===== config.mk =====
export PLATFORM = sky130hd
export DESIGN_NAME = mem_port_arbiter_flat
export DESIGN_NICKNAME = d
export VERILOG_FILES = /design/src/rtl/mem_port_arbiter_if.sv /design/src/rtl/mem_port_arbiter.sv /design/src/flat_wrapper.sv
export SDC_FILE = /design/constraint.sdc
export NUM_CORES = 1
export LEC_CHECK = 0
export BUFFER_PORTS_ARGS = -buffer_cell sky130_fd_sc_hd__buf_4
export CORE_ASPECT_RATIO = 1.25
export CORE_MARGIN = 2
export CORE_UTILIZATION = 50
export DETAILED_ROUTE_END_ITERATION = 10
export MAX_ROUTING_LAYER = met4
export PLACE_DENSITY = 0.91
export SYNTH_ARGS = -nofsm -noshare
export SYNTH_HDL_FRONTEND = slang
export SYNTH_SLANG_ARGS = --single-unit

===== constraint.sdc =====
create_clock -name CLK -period 3.9 [get_ports CLK]
set_input_delay 0 -clock CLK [delete_from_list [all_inputs] [get_ports CLK]]
set_output_delay 0 -clock CLK [all_outputs]
set_load 0.005 [all_outputs]

===== src/rtl/mem_port_arbiter_if.sv =====
// Bundle of the pipeline-side request/response ports and the memory bus
// around mem_port_arbiter. The master modport is the arbiter's view.
interface mem_port_arbiter_if;
    logic        IF_Req;
    logic [31:0] IF_Addr;
    logic [31:0] IF_RData;
    logic        IF_Valid;
    logic        IF_Stall;

    logic        MEM_Req;
    logic        MEM_Write;
    logic [31:0] MEM_Addr;
    logic [31:0] MEM_WData;
    logic [31:0] MEM_RData;
    logic        MEM_Valid;
    logic        MEM_Stall;

    logic        Mem_Req;
    logic        Mem_Write;
    logic [31:0] Mem_Addr;
    logic [31:0] Mem_WData;
    logic        Mem_Ready;
    logic [31:0] Mem_RData;

    logic        Timeout;

    modport master (
        input  IF_Req, IF_Addr,
        output IF_RData, IF_Valid, IF_Stall,
        input  MEM_Req, MEM_Write, MEM_Addr, MEM_WData,
        output MEM_RData, MEM_Valid, MEM_Stall,
        output Mem_Req, Mem_Write, Mem_Addr, Mem_WData,
        input  Mem_Ready, Mem_RData,
        output Timeout
    );

    modport slave (
        output IF_Req, IF_Addr,
        input  IF_RData, IF_Valid, IF_Stall,
        output MEM_Req, MEM_Write, MEM_Addr, MEM_WData,
        input  MEM_RData, MEM_Valid, MEM_Stall,
        input  Mem_Req, Mem_Write, Mem_Addr, Mem_WData,
        output Mem_Ready, Mem_RData,
        input  Timeout
    );
endinterface


===== src/rtl/mem_port_arbiter.sv =====
// Shares one single-ported memory between instruction fetch and the MEM stage,
// with IF anti-starvation and a bus timeout guard.
//
// state  | meaning
// IDLE   | no access in flight; grant decision made here
// ACCESS | Mem_Req asserted, waiting for Mem_Ready or timeout
// RESP   | owner's Valid pulses for one cycle, no grant
module mem_port_arbiter #(
    parameter int STARVE_LIM  = 4,
    parameter int TIMEOUT_CYC = 16
) (
    input  logic               CLK,
    input  logic               RESET,
    mem_port_arbiter_if.master bus
);
    localparam int SW = (STARVE_LIM < 1) ? 1 : $clog2(STARVE_LIM + 1);
    localparam int TW = (TIMEOUT_CYC < 2) ? 1 : $clog2(TIMEOUT_CYC);
    localparam logic [SW-1:0] STARVE_MAX = SW'(STARVE_LIM);
    localparam logic [TW-1:0] TO_LAST = TW'((TIMEOUT_CYC > 0) ? TIMEOUT_CYC - 1 : 0);
    localparam bit TO_EN = (TIMEOUT_CYC > 0);

    typedef enum logic [1:0] {
        IDLE   = 2'd0,
        ACCESS = 2'd1,
        RESP   = 2'd2
    } state_t;

    state_t state_q, state_d;

    logic          grant_if, grant_mem, done, abort;
    logic          owner_q, owner_d;   // 1 = MEM stage owns the access
    logic [SW-1:0] starve_q, starve_d;
    logic [TW-1:0] to_q, to_d;
    logic          mem_req_q, mem_req_d;
    logic          mem_write_q, mem_write_d;
    logic [31:0]   mem_addr_q, mem_addr_d;
    logic [31:0]   mem_wdata_q, mem_wdata_d;
    logic [31:0]   if_rdata_q, if_rdata_d;
    logic          if_valid_q, if_valid_d;
    logic [31:0]   mem_rdata_q, mem_rdata_d;
    logic          mem_valid_q, mem_valid_d;
    logic          timeout_q, timeout_d;
    logic [31:0]   rsp_data;

    always_ff @(posedge CLK) begin
        if (RESET) begin
            state_q <= IDLE;
        end else begin
            state_q <= state_d;
        end
    end

    always_comb begin
        state_d   = state_q;
        grant_if  = 1'b0;
        grant_mem = 1'b0;
        done      = 1'b0;
        abort     = 1'b0;
        case (state_q)
            IDLE: begin
                if (bus.MEM_Req && bus.IF_Req && (starve_q == STARVE_MAX)) begin
                    grant_if = 1'b1;
                end else if (bus.MEM_Req) begin
                    grant_mem = 1'b1;
                end else if (bus.IF_Req) begin
                    grant_if = 1'b1;
                end
                if (grant_if || grant_mem) begin
                    state_d = ACCESS;
                end
            end
            ACCESS: begin
                // Ready beats a timeout landing in the same cycle.
                if (bus.Mem_Ready) begin
                    done = 1'b1;
                end else if (TO_EN && (to_q == TO_LAST)) begin
                    abort = 1'b1;
                end
                if (done || abort) begin
                    state_d = RESP;
                end
            end
            RESP:    state_d = IDLE;
            default: state_d = IDLE;
        endcase
    end

    assign rsp_data = done ? bus.Mem_RData : 32'h0000_0000;

    always_comb begin
        owner_d     = owner_q;
        starve_d    = starve_q;
        to_d        = to_q;
        mem_req_d   = mem_req_q;
        mem_write_d = mem_write_q;
        mem_addr_d  = mem_addr_q;
        mem_wdata_d = mem_wdata_q;
        if_rdata_d  = if_rdata_q;
        if_valid_d  = 1'b0;
        mem_rdata_d = mem_rdata_q;
        mem_valid_d = 1'b0;
        timeout_d   = timeout_q;

        if (grant_mem) begin
            owner_d     = 1'b1;
            mem_req_d   = 1'b1;
            mem_write_d = bus.MEM_Write;
            mem_addr_d  = bus.MEM_Addr;
            mem_wdata_d = bus.MEM_WData;
            to_d        = '0;
            if (bus.IF_Req) begin
                starve_d = (starve_q == STARVE_MAX) ? starve_q : starve_q + 1'b1;
            end else begin
                starve_d = '0;
            end
        end else if (grant_if) begin
            owner_d     = 1'b0;
            mem_req_d   = 1'b1;
            mem_write_d = 1'b0;
            mem_addr_d  = bus.IF_Addr;
            mem_wdata_d = 32'h0000_0000;
            to_d        = '0;
            starve_d    = '0;
        end

        if (state_q == ACCESS) begin
            if (done || abort) begin
                mem_req_d = 1'b0;
                if (owner_q) begin
                    mem_valid_d = 1'b1;
                    // A completed store leaves the load data register alone.
                    if (abort || !mem_write_q) begin
                        mem_rdata_d = rsp_data;
                    end
                end else begin
                    if_valid_d = 1'b1;
                    if_rdata_d = rsp_data;
                end
                if (abort) begin
                    timeout_d = 1'b1;
                end
            end else begin
                to_d = TO_EN ? to_q + 1'b1 : '0;
            end
        end
    end

    always_ff @(posedge CLK) begin
        if (RESET) begin
            owner_q     <= 1'b0;
            starve_q    <= '0;
            to_q        <= '0;
            mem_req_q   <= 1'b0;
            mem_write_q <= 1'b0;
            mem_addr_q  <= 32'h0000_0000;
            mem_wdata_q <= 32'h0000_0000;
            if_rdata_q  <= 32'h0000_0000;
            if_valid_q  <= 1'b0;
            mem_rdata_q <= 32'h0000_0000;
            mem_valid_q <= 1'b0;
            timeout_q   <= 1'b0;
        end else begin
            owner_q     <= owner_d;
            starve_q    <= starve_d;
            to_q        <= to_d;
            mem_req_q   <= mem_req_d;
            mem_write_q <= mem_write_d;
            mem_addr_q  <= mem_addr_d;
            mem_wdata_q <= mem_wdata_d;
            if_rdata_q  <= if_rdata_d;
            if_valid_q  <= if_valid_d;
            mem_rdata_q <= mem_rdata_d;
            mem_valid_q <= mem_valid_d;
            timeout_q   <= timeout_d;
        end
    end

    assign bus.Mem_Req   = mem_req_q;
    assign bus.Mem_Write = mem_write_q;
    assign bus.Mem_Addr  = mem_addr_q;
    assign bus.Mem_WData = mem_wdata_q;
    assign bus.IF_RData  = if_rdata_q;
    assign bus.IF_Valid  = if_valid_q;
    assign bus.MEM_RData = mem_rdata_q;
    assign bus.MEM_Valid = mem_valid_q;
    assign bus.Timeout   = timeout_q;

    // Stalls see the registered Valid so a stage releases in its Valid cycle.
    assign bus.IF_Stall  = bus.IF_Req & ~if_valid_q;
    assign bus.MEM_Stall = bus.MEM_Req & ~mem_valid_q;
endmodule

===== src/flat_wrapper.sv =====
// flat-port wrapper written by rule: the top's interface ports become plain ports
module mem_port_arbiter_flat 
#(
    parameter int STARVE_LIM  = 4,
    parameter int TIMEOUT_CYC = 16
)
  (CLK, RESET, bus_IF_Req, bus_IF_Addr, bus_IF_RData, bus_IF_Valid, bus_IF_Stall, bus_MEM_Req, bus_MEM_Write, bus_MEM_Addr, bus_MEM_WData, bus_MEM_RData, bus_MEM_Valid, bus_MEM_Stall, bus_Mem_Req, bus_Mem_Write, bus_Mem_Addr, bus_Mem_WData, bus_Mem_Ready, bus_Mem_RData, bus_Timeout);
  mem_port_arbiter_if bus_i ();
  input  logic CLK;
  input  logic RESET;
  input wire logic [$bits(bus_i.IF_Req)-1:0] bus_IF_Req;
  input wire logic [$bits(bus_i.IF_Addr)-1:0] bus_IF_Addr;
  output wire logic [$bits(bus_i.IF_RData)-1:0] bus_IF_RData;
  output wire logic [$bits(bus_i.IF_Valid)-1:0] bus_IF_Valid;
  output wire logic [$bits(bus_i.IF_Stall)-1:0] bus_IF_Stall;
  input wire logic [$bits(bus_i.MEM_Req)-1:0] bus_MEM_Req;
  input wire logic [$bits(bus_i.MEM_Write)-1:0] bus_MEM_Write;
  input wire logic [$bits(bus_i.MEM_Addr)-1:0] bus_MEM_Addr;
  input wire logic [$bits(bus_i.MEM_WData)-1:0] bus_MEM_WData;
  output wire logic [$bits(bus_i.MEM_RData)-1:0] bus_MEM_RData;
  output wire logic [$bits(bus_i.MEM_Valid)-1:0] bus_MEM_Valid;
  output wire logic [$bits(bus_i.MEM_Stall)-1:0] bus_MEM_Stall;
  output wire logic [$bits(bus_i.Mem_Req)-1:0] bus_Mem_Req;
  output wire logic [$bits(bus_i.Mem_Write)-1:0] bus_Mem_Write;
  output wire logic [$bits(bus_i.Mem_Addr)-1:0] bus_Mem_Addr;
  output wire logic [$bits(bus_i.Mem_WData)-1:0] bus_Mem_WData;
  input wire logic [$bits(bus_i.Mem_Ready)-1:0] bus_Mem_Ready;
  input wire logic [$bits(bus_i.Mem_RData)-1:0] bus_Mem_RData;
  output wire logic [$bits(bus_i.Timeout)-1:0] bus_Timeout;
  assign bus_i.IF_Req = bus_IF_Req;
  assign bus_i.IF_Addr = bus_IF_Addr;
  assign bus_IF_RData = bus_i.IF_RData;
  assign bus_IF_Valid = bus_i.IF_Valid;
  assign bus_IF_Stall = bus_i.IF_Stall;
  assign bus_i.MEM_Req = bus_MEM_Req;
  assign bus_i.MEM_Write = bus_MEM_Write;
  assign bus_i.MEM_Addr = bus_MEM_Addr;
  assign bus_i.MEM_WData = bus_MEM_WData;
  assign bus_MEM_RData = bus_i.MEM_RData;
  assign bus_MEM_Valid = bus_i.MEM_Valid;
  assign bus_MEM_Stall = bus_i.MEM_Stall;
  assign bus_Mem_Req = bus_i.Mem_Req;
  assign bus_Mem_Write = bus_i.Mem_Write;
  assign bus_Mem_Addr = bus_i.Mem_Addr;
  assign bus_Mem_WData = bus_i.Mem_WData;
  assign bus_i.Mem_Ready = bus_Mem_Ready;
  assign bus_i.Mem_RData = bus_Mem_RData;
  assign bus_Timeout = bus_i.Timeout;
  mem_port_arbiter #(.STARVE_LIM(STARVE_LIM), .TIMEOUT_CYC(TIMEOUT_CYC)) u_core (.CLK(CLK), .RESET(RESET), .bus(bus_i));
endmodule

==> results.ini, run 1 <==
[power]
leakagePower_nw = 3.97
finalPower_mw = 4.00
p_per_area_nw_per_um2 = 412
ir_drop_mv = 0.316

[hold_path]
min_delay_path_depth = 3
min_from = bus_IF_Addr[6]
worstHoldPathType = primary input to register
hold-path-endpoint = u_core.bus.Mem_Addr[6]

[critical_path]
worstRegToRegCells = 6
cp_max_fo = 36
worstReg2RegStart = u_core.starve_q[0]
end_kind = register
reg2reg_slack_ns = 1.60
start_kind = register
r2r_end = u_core.bus.Mem_Addr[26]
critical_path_required_ns = 4.16
arrival_ns = 2.56
crit_type = register to register

[sta]
hold_violations = 0
rsz0062_at_grt = false
worst_pin_slew_ns = 1.18
maxSlewHeadroom_pct = 21.4
report.final.setup_viol = 0
finClkSkew_ns = 0.0104
fin_tns_setup_ns = 0
post-route-min-period_ns = 2.30
slew_viol_final = 0
fin_crit_sh_pct = 58.9
clock.fmax_ghz = 0.435

[route]
drt_iter0_drc = 510
vias = 7231
wl_um = 22600
first_pass_iters = 5
viasPerCell = 5.96
wire_per_inst_um = 18.6
drc = 0
postRouteAntennaNets = 0

[yosys]
synth-simple-area-share_pct = 23.2
synth.area.top_cells = dfxtp_1 45%, a21oi_1 8.2%, nand3_1 7.9%
synth_area_leader_cell = dfxtp_1
synth_ff_type = dfxtp_1
syn-num-nets = 881
syn_inst = 744
muxShareOfSynthArea_pct = 5.07
synth-warning-count = 0
synth_area_um2 = 6310
ys_ff_latch = 143
synth_compound_area_share_pct = 19.9
synth_top_area_share_pct = 45.3
syn_area_per_cell_um2 = 8.49
synth_xor_area_share_pct = 0.139
synthAdderAreaFrac_pct = 0.594
yosysUniqueCellTypes = 42
synth_top_family_by_area = simple AND/OR/NAND/NOR gates
ys_seq_area_share_pct = 45.3
synth_edf_count = 0
async_reset_ff_share_pct = 0

[clock_network]
cts.sinks = 143
htreeDepth = 4
cts_buffers = 17
cts_tree = done
cts_setup_buffers = 0
clockBufferDepth = 2
insertion_delay_ns = 0.41
clk_pin_slew_worst_paths_ns = 0.06
cts_root_buffer = clkbuf_16

[place]
io_buffers = 268
gp_congestion = 0.885
dp_cells = 1101
place_hpwl_um = 13100

[grt]
antenna_found_initial = 0
grt_remaining_overflow = 0
grt_max_degree = 80
track_usage_pct = 32.9
grt_pass1_vias = 6931
grt_pass1_wl_um = 35000

[final_layout]
layout_common_cells = 278 x buf_4, 143 x dfxtp_1, 104 x a21oi_1
drive_gt1_share_pct = 30.9
syn_to_final_growth_pct = 53.8
final_common_cell = buf_4
antennaDiodeCount = 0
nets = 1174
fin_cells = 1214
fill_cells = 734

[die]
die_h_um = 130
start_util_pct = 51.7
die_w_um = 105
io_pins = 269
fp-row-count = 45
die_area_um2 = 13500
core_area_um2 = 12200

[run]
max-cap-violations = 0

[outcome]
status = complete, no violations

worst max-delay path by stage:
stage | slack (ns) | start | end | cells past startpoint
2_1_floorplan | 2.35 | u_core.state_q[1] | u_core.starve_q[2] | 5
6_report | 1.60 | u_core.starve_q[0] | u_core.bus.Mem_Addr[26] | 6
5_1_grt | 1.51 | u_core.starve_q[0] | u_core.bus.Mem_Addr[5] | 6
3_5_place_dp | 1.71 | u_core.starve_q[0] | u_core.bus.Mem_Addr[27] | 6
3_3_place_gp | 1.81 | u_core.starve_q[0] | u_core.bus.Mem_Addr[26] | 6
4_1_cts | 1.69 | u_core.starve_q[0] | u_core.bus.Mem_Addr[27] | 6
per-stage QoR:
step	instance area [um^2]	hold WS, ns	setup WS, ns	util (%)
2_1_floorplan	6310	0.117	2.35	-
3_3_place_gp	8280	0.223	1.81	67.8
3_5_place_dp	8280	0.235	1.71	67.8
4_1_cts	9710	0.00127	1.69	79.5
5_1_grt	9710	0.00983	1.51	79.5
6_report	9710	0.00968	1.60	79.5
critical path, cell delays in order, from the launching register on:
cell and delay [ns]:
dfxtp_1 0.34, inv_1 0.06, ha_1 0.21, nand3_1 0.09, buf_4 0.34, nand2_2 0.49, a2111oi_0 0.60
synth_stat cells (2+ instances only):
| library cell | n |
|---|---|
| nand2b_1 | 3 |
| a2111oi_1 | 26 |
| nor3_1 | 67 |
| and3_1 | 2 |
| a2111oi_0 | 3 |
| nor3b_1 | 2 |
| clkbuf_1 | 64 |
| o21ai_0 | 66 |
| o221ai_1 | 3 |
| nor4_1 | 2 |
| nand4_1 | 3 |
| a21oi_1 | 104 |
| o21ai_1 | 3 |
| and3b_1 | 33 |
| inv_1 | 2 |
| a31oi_1 | 3 |
| ha_1 | 3 |
| nand2_1 | 33 |
| nand3_1 | 100 |
| dfxtp_1 | 143 |
| nor2_1 | 4 |
| nand4b_1 | 2 |
| mux2i_1 | 32 |
| buf_2 | 20 |
| a2111oi_2 | 3 |
| nor2b_1 | 2 |
report_power, final:
part | internal (mW) | switching [mW] | total (mW)
clock | 1.04 | 0.631 | 1.68
sequential | 1.55 | 0.0663 | 1.62
combinational | 0.367 | 0.340 | 0.707
area by class of cell:
cell class / count / area [um^2] / area share [%]
multi-input cells: 513 / 3120 / 32.1
repair buffers: 359 / 2900 / 29.8
flip-flops and latches: 143 / 2860 / 29.5
clock buffers: 20 / 457 / 4.70
well taps: 164 / 205 / 2.11
clock inverters: 12 / 160 / 1.65
inverters: 3 / 11.3 / 0.116
registers in the layout, indices dropped and copies added, names as in the netlist:
name,cells
u_core.bus.MEM_Valid,1
u_core.bus.Mem_Write,1
u_core.bus.Mem_Addr,32
u_core.starve_q,3
u_core.state_q,2
u_core.bus.Mem_WData,32
u_core.bus.Timeout,1
u_core.bus.Mem_Req,1
u_core.owner_q,1
u_core.to_q,4
u_core.bus.MEM_RData,32
u_core.bus.IF_Valid,1
u_core.bus.IF_RData,32
cells by family (layout without fill, tap and decap cells):
family / count (synthesis) / count (layout)
fa+ha+maj: 3 / 3
buf+inv: 88 / 394
xor+xnor: 1 / 1
flops: 143 / 143
mux: 32 / 32
simple gates: 264 / 264
compound gates: 213 / 213
routing by layer:
layer	up-vias	track usage [%]	part of all wire, %
met5	-	-	0
met4	0	18.8	4.8
met3	98	6.29	6.3
met2	381	54.7	50
met1	3432	37.4	39
li1	3320	-	-
repair_timing:
action                                 4_1_cts  5_1_grt
resized for setup                            0        0
hold buffers                                81        0
endpoints found under the hold margin       83        0
Power figures use the tool's default switching activity.
==> run 2, diff against run 1 <==
CORE_UTILIZATION = 48   (was 50)
PLACE_DENSITY = 0.88   (was 0.91)
clock period = 2.3 ns   (was 3.9 ns; I/O delays follow)
==> results.ini, run 2 (synthesis results as in run 1) <==
[critical_path]
crit_slowest_cell = a2111oi_1  ; was a2111oi_0
start_kind = register  ; unchanged
crit_family = simple AND/OR/NAND/NOR gates  ; was compound AO/OA/AOI/OAI gates
worstPathCellList = inv_1, ha_1, nand3_1, nand2_2, a2111oi_1  ; was inv_1, ha_1, nand3_1, buf_4, nand2_2, a2111oi_0
crit_path_max_incr_delay_ns = 0.55  ; was 0.60 ns
critical_path_required_ns = 2.57  ; was 4.16 ns
crit_buf_inv = 1  ; was 2
arrival_ns = 2.14  ; was 2.56 ns
worstRegToRegCells = 5  ; was 6
end_kind = register  ; unchanged
crit_type = register to register  ; unchanged
path_depth = 5  ; was 6
cp_max_fo = 33  ; was 36

[clock_network]
clk_pin_slew_worst_paths_ns = 0.06  ; about the same
clockBufferDepth = 2  ; unchanged
insertion_delay_ns = 0.41  ; about the same
cts.sinks = 143  ; unchanged
cts_tree = done  ; unchanged
htreeDepth = 4  ; unchanged
cts_root_buffer = clkbuf_16  ; unchanged
cts_buffers = 17  ; unchanged

[place]
io_buffers = 268  ; unchanged
place_ws_ns = 0.472  ; was 1.71 ns
place_hpwl_um = 13100  ; about the same
gp_congestion = 0.900  ; was 0.885
dp_cells = 1114  ; was 1101
postPlaceCellArea_um2 = 8390  ; was 8280 um^2

[die]
start_util_pct = 49.4  ; was 51.7%
die_area_um2 = 14100  ; was 13500 um^2
fp-row-count = 46  ; was 45
io_pins = 269  ; unchanged
die_w_um = 107  ; was 105 um
die_h_um = 132  ; was 130 um
core_area_um2 = 12800  ; was 12200 um^2

[sta]
slew_viol_final = 0  ; unchanged
finClkSkew_ns = 0.0114  ; was 0.0104 ns
clock.fmax_ghz = 0.535  ; was 0.435 GHz
fin_tns_setup_ns = 0  ; unchanged
hold_violations = 0  ; unchanged
rsz0062_at_grt = false  ; unchanged
report.final.setup_viol = 0  ; unchanged
worst_pin_slew_ns = 0.723  ; was 1.18 ns
postLayoutSetupSlackWorst_ns = 0.430  ; was 1.60 ns
fin_crit_sh_pct = 81.3  ; was 58.9%
maxSlewHeadroom_pct = 51.8  ; was 21.4%
post-route-min-period_ns = 1.87  ; was 2.30 ns
worst_hold_slack_ns = 0.0107  ; was 0.00968 ns

[final_layout]
final_common_cell = buf_4  ; unchanged
fin_cells = 1229  ; was 1214
seq_area_um2 = 2860  ; unchanged
layout_common_cells = 284 x buf_4, 143 x dfxtp_1, 104 x a21oi_1  ; was 278 x buf_4, 143 x dfxtp_1, 104 x a21oi_1
syn_to_final_growth_pct = 55.4  ; was 53.8%
finish.utilization_pct = 76.8  ; was 79.5%
fill_cells = 870  ; was 734
stdcell_area_um2 = 9810  ; was 9710 um^2
drive_gt1_share_pct = 31.4  ; was 30.9%
antennaDiodeCount = 0  ; unchanged
nets = 1186  ; was 1174
multi_input_area_um2 = 3120  ; unchanged

[power]
p_per_area_nw_per_um2 = 678  ; was 412 nW/um^2
finalPower_mw = 6.65  ; was 4.00 mW
ir_drop_mv = 0.552  ; was 0.316 mV
leakagePower_nw = 4.02  ; was 3.97 nW

[route]
drt_iter0_drc = 609  ; was 510
first_pass_iters = 5  ; unchanged
wire_per_inst_um = 18.3  ; was 18.6 um
viasPerCell = 5.85  ; was 5.96
wl_um = 22500  ; was 22600 um
drc = 0  ; unchanged
postRouteAntennaNets = 0  ; unchanged
vias = 7190  ; was 7231

[hold_path]
worstHoldPathType = primary input to register  ; unchanged
min_delay_path_depth = 3  ; unchanged

[grt]
track_usage_pct = 32.1  ; was 32.9%
gr-usage-met3_pct = 5.34  ; was 6.29%
grt_max_degree = 114  ; was 80
grt_pass1_vias = 6956  ; was 6931
grt_pass1_wl_um = 35600  ; was 35000 um
grtUsageMet2_pct = 53.5  ; was 54.7%
grt_remaining_overflow = 0  ; unchanged
antenna_found_initial = 0  ; unchanged
grt_use_met1_pct = 37.2  ; was 37.4%
grt.busiest_layer = met2  ; unchanged

[run]
max-cap-violations = 0  ; unchanged

[outcome]
status = complete, no violations  ; unchanged

run 2: changes by cell type in the layout (fill, tap and decap cells not counted), sizes merged:
| cell | change |
|---|---|
| clkinvlp | +1 |
| bufinv | -1 |
| clkbuf | -2 |
| dlygate4sd3 | +3 |
| inv | +1 |
| buf | +9 |
run 2: area by class of cell:
cell class | count | share of cell area [%]
clock inverter | 13 | 1.42
tap | 168 | 2.14
clock buffer | 18 | 4.48
sequential | 143 | 29.2
inverter | 3 | 0.115
multi-input combinational | 513 | 31.8
timing repair buffer | 371 | 30.9
run 2: final timing paths:
check,start,to,slack (ns)
max reg2reg,u_core.starve_q[0],u_core.bus.Mem_Addr[17],0.43
min reg2reg,u_core.bus.IF_RData[28],u_core.bus.IF_RData[28],0.46
min,bus_MEM_Addr[3],u_core.bus.Mem_Addr[3],0.01
max,u_core.starve_q[0],u_core.bus.Mem_Addr[17],0.43
run 2: layer usage:
| metal | share of wire [%] | up-vias | wire length, um |
|---|---|---|---|
| li1 | - | 3348 | - |
| met1 | 38 | 3369 | 8590 |
| met2 | 51 | 380 | 11500 |
| met3 | 5.8 | 93 | 1300 |
| met4 | 4.9 | 0 | 1100 |
| met5 | 0 | - | 0 |
run 2: timing repair:
item | in CTS | in global routing
gates resized for setup | 0 | 0
hold buffers | 84 | 0
setup endpoints to repair | 0 | 0
endpoints found under the hold margin | 86 | 0
buffers inserted | 0 | 0
run 2: where the power goes:
part | switching [mW] | internal [mW] | leakage, nW
Sequential | 0.103 | 2.64 | 1.17
Combinational | 0.583 | 0.646 | 2.58
Clock | 1.07 | 1.62 | 0.271
run 2: worst min-delay path, delay by kind of cell:
family	cells	cell delay [ns]
and+or+nand+nor	1	0.18
AOI/OAI and AO/OA	1	0.07
buffers and inverters	1	0.11
==> run 3, diff against run 2 <==
clock period = 1.9 ns   (was 2.3 ns; I/O delays follow)
==> results.ini, run 3 (synthesis results as in run 1) <==
[grt]
grt_pass1_vias = 7288  ; was 6956
antenna_found_initial = 0  ; unchanged
track_usage_pct = 33.3  ; was 32.1%
grt_remaining_overflow = 0  ; unchanged
grt_max_degree = 75  ; was 114
grt_pass1_wl_um = 36800  ; was 35600 um

[sta]
report.final.setup_viol = 0  ; unchanged
fin_crit_sh_pct = 93.4  ; was 81.3%
post-route-min-period_ns = 1.77  ; was 1.87 ns
clock.fmax_ghz = 0.563  ; was 0.535 GHz
slew_viol_final = 0  ; unchanged
finClkSkew_ns = 0.0104  ; was 0.0114 ns
worst_pin_slew_ns = 0.699  ; was 0.723 ns
maxSlewHeadroom_pct = 53.4  ; was 51.8%
hold_violations = 0  ; unchanged
fin_tns_setup_ns = 0  ; unchanged
rsz0062_at_grt = false  ; unchanged

[route]
highest_layer = met4  ; unchanged
drc = 0  ; unchanged
postRouteAntennaNets = 0  ; unchanged
vias = 7365  ; was 7190
wire_per_inst_um = 19.1  ; was 18.3 um
viasPerCell = 5.91  ; was 5.85
wl_um = 23800  ; was 22500 um
route.met2.wl_um = 12000  ; was 11500 um
drt-met1-wl_um = 8870  ; was 8590 um
drt_iter0_drc = 539  ; was 609
wl_met3_um = 1600  ; was 1300 um
first_pass_iters = 5  ; unchanged

[outcome]
status = complete, no violations  ; unchanged

[critical_path]
arrival_ns = 2.06  ; was 2.14 ns
r2r_end = u_core.bus.Mem_Addr[17]  ; unchanged
startpoint = u_core.starve_q[0]  ; unchanged
worstReg2RegStart = u_core.starve_q[0]  ; unchanged
critical_path_required_ns = 2.18  ; was 2.57 ns
start_kind = register  ; unchanged
worstRegToRegCells = 6  ; was 5
reg2reg_slack_ns = 0.13  ; was 0.43 ns
end_kind = register  ; unchanged
cp_max_fo = 21  ; was 33
crit_type = register to register  ; unchanged
cp-endpoint = u_core.bus.Mem_Addr[17]  ; unchanged

[place]
place_hpwl_um = 13400  ; was 13100 um
io_buffers = 268  ; unchanged
gp_congestion = 0.879  ; was 0.900
dp_cells = 1118  ; was 1114

[clock_network]
cts.sinks = 143  ; unchanged
cts_tree = done  ; unchanged
cts_buffers = 17  ; unchanged
clockBufferDepth = 2  ; unchanged
clk_pin_slew_worst_paths_ns = 0.06  ; about the same
htreeDepth = 4  ; unchanged
insertion_delay_ns = 0.41  ; about the same
cts_root_buffer = clkbuf_16  ; unchanged

[power]
internal_power_mw = 6.12  ; was 4.90 mW
leakagePower_nw = 4.13  ; was 4.02 nW
power_frac_seq_pct = 39.9  ; was 41.1%
ir_drop_mv = 0.596  ; was 0.552 mV
p_sw_mw = 2.19  ; was 1.75 mW
power_frac_comb_pct = 18.9  ; was 18.5%
power_frac_clock_pct = 41.2  ; was 40.4%
switching_share_pct = 26.4  ; was 26.3%
p_per_area_nw_per_um2 = 825  ; was 678 nW/um^2

[final_layout]
nets = 1202  ; was 1186
fin_cells = 1247  ; was 1229
layout_common_cells = 283 x buf_4, 142 x dfxtp_1, 104 x a21oi_1  ; was 284 x buf_4, 143 x dfxtp_1, 104 x a21oi_1
final_common_cell = buf_4  ; unchanged
syn_to_final_growth_pct = 59.4  ; was 55.4%
drive_gt1_share_pct = 31.5  ; was 31.4%

[die]
io_pins = 269  ; unchanged
die_h_um = 132  ; unchanged
fp-row-count = 46  ; unchanged
die_w_um = 107  ; unchanged
start_util_pct = 49.4  ; unchanged
die_area_um2 = 14100  ; unchanged
core_area_um2 = 12800  ; unchanged

[hold_path]
worstHoldPathType = primary input to register  ; unchanged

[run]
max-cap-violations = 0  ; unchanged

run 3: changes by cell type in the layout (fill, tap and decap cells not counted), sizes merged:
| cell | previous run | this run |
|---|---|---|
| bufinv | 2 | 3 |
| clkbuf | 18 | 19 |
| clkinv | 4 | 6 |
| dlygate4sd3 | 84 | 96 |
| diode | 0 | 1 |
| buf | 287 | 291 |
| clkinvlp | 5 | 2 |
run 3: how the worst min path moves through the flow:
stage	startpoint	to	slack, ns	cells past startpoint
after floorplan	bus_MEM_Req	bus_MEM_Stall	0.12	1
after global placement	bus_Mem_RData[11]	u_core.bus.IF_RData[11]	0.23	3
after detailed placement	bus_Mem_RData[16]	u_core.bus.IF_RData[16]	0.23	3
after CTS	bus_IF_Addr[30]	u_core.bus.Mem_Addr[30]	0.0006	3
after global routing	bus_MEM_Addr[0]	u_core.bus.Mem_Addr[0]	0.008	3
final	bus_IF_Addr[29]	u_core.bus.Mem_Addr[29]	0.01	3
run 3: cell type report:
type / instances / area (um^2)
Antenna cell: 1 / 2.50
Clock buffer: 19 / 443
Clock inverter: 13 / 160
Fill cell: 805 / 2710
Inverter: 3 / 11.3
Multi-Input combinational cell: 513 / 3130
Sequential cell: 143 / 2860
Tap cell: 168 / 210
Timing Repair Buffer: 387 / 3250
run 3: per-layer routing:
layer,vias to the layer above,track usage (%)
met4,0,19.7
met2,402,55.1
li1,3375,-
met5,-,-
met1,3472,36.4
met3,116,7.27
run 3: worst max-delay path, stage by stage (launching register included):
cell	delay [ns]
dfxtp_1	0.36
inv_1	0.07
ha_1	0.23
nand3_1	0.14
nand2_2	0.22
buf_12	0.24
a2111oi_1	0.39
run 3: power groups by stage:
stage               Clock [mW]  Combinational (mW)  Sequential, mW
floorplan                    0               0.626            3.36
global placement             0                1.31            3.36
finish                    3.42                1.57            3.32
global route              3.58                1.66            3.33
CTS                       3.45                1.50            3.31
detailed placement           0                1.34            3.37
run 3: timing repair:
action | 4_1_cts | 5_1_grt
hold buffers | 96 | 0
endpoints found under the setup margin | 0 | 2
endpoints found under the hold margin | 94 | 0
setup buffers | 0 | 0
gates resized for setup | 0 | 3
run 3: stage by stage:
| step | util (%) | hold WS (ns) | power, mW | setup WS [ns] | instance area, um^2 |
|---|---|---|---|---|---|
| final | 78.8 | 0.0128 | 8.31 | 0.125 | 10100 |
| after global placement | 66.4 | 0.227 | 4.67 | 0.327 | 8490 |
| after global routing | 78.8 | 0.00833 | 8.58 | 0.0213 | 10100 |
| after CTS | 78.7 | 0.000579 | 8.25 | 0.144 | 10100 |
| after detailed placement | 66.4 | 0.230 | 4.71 | 0.161 | 8490 |
| after floorplan | - | 0.117 | 3.99 | 0.353 | 6310 |
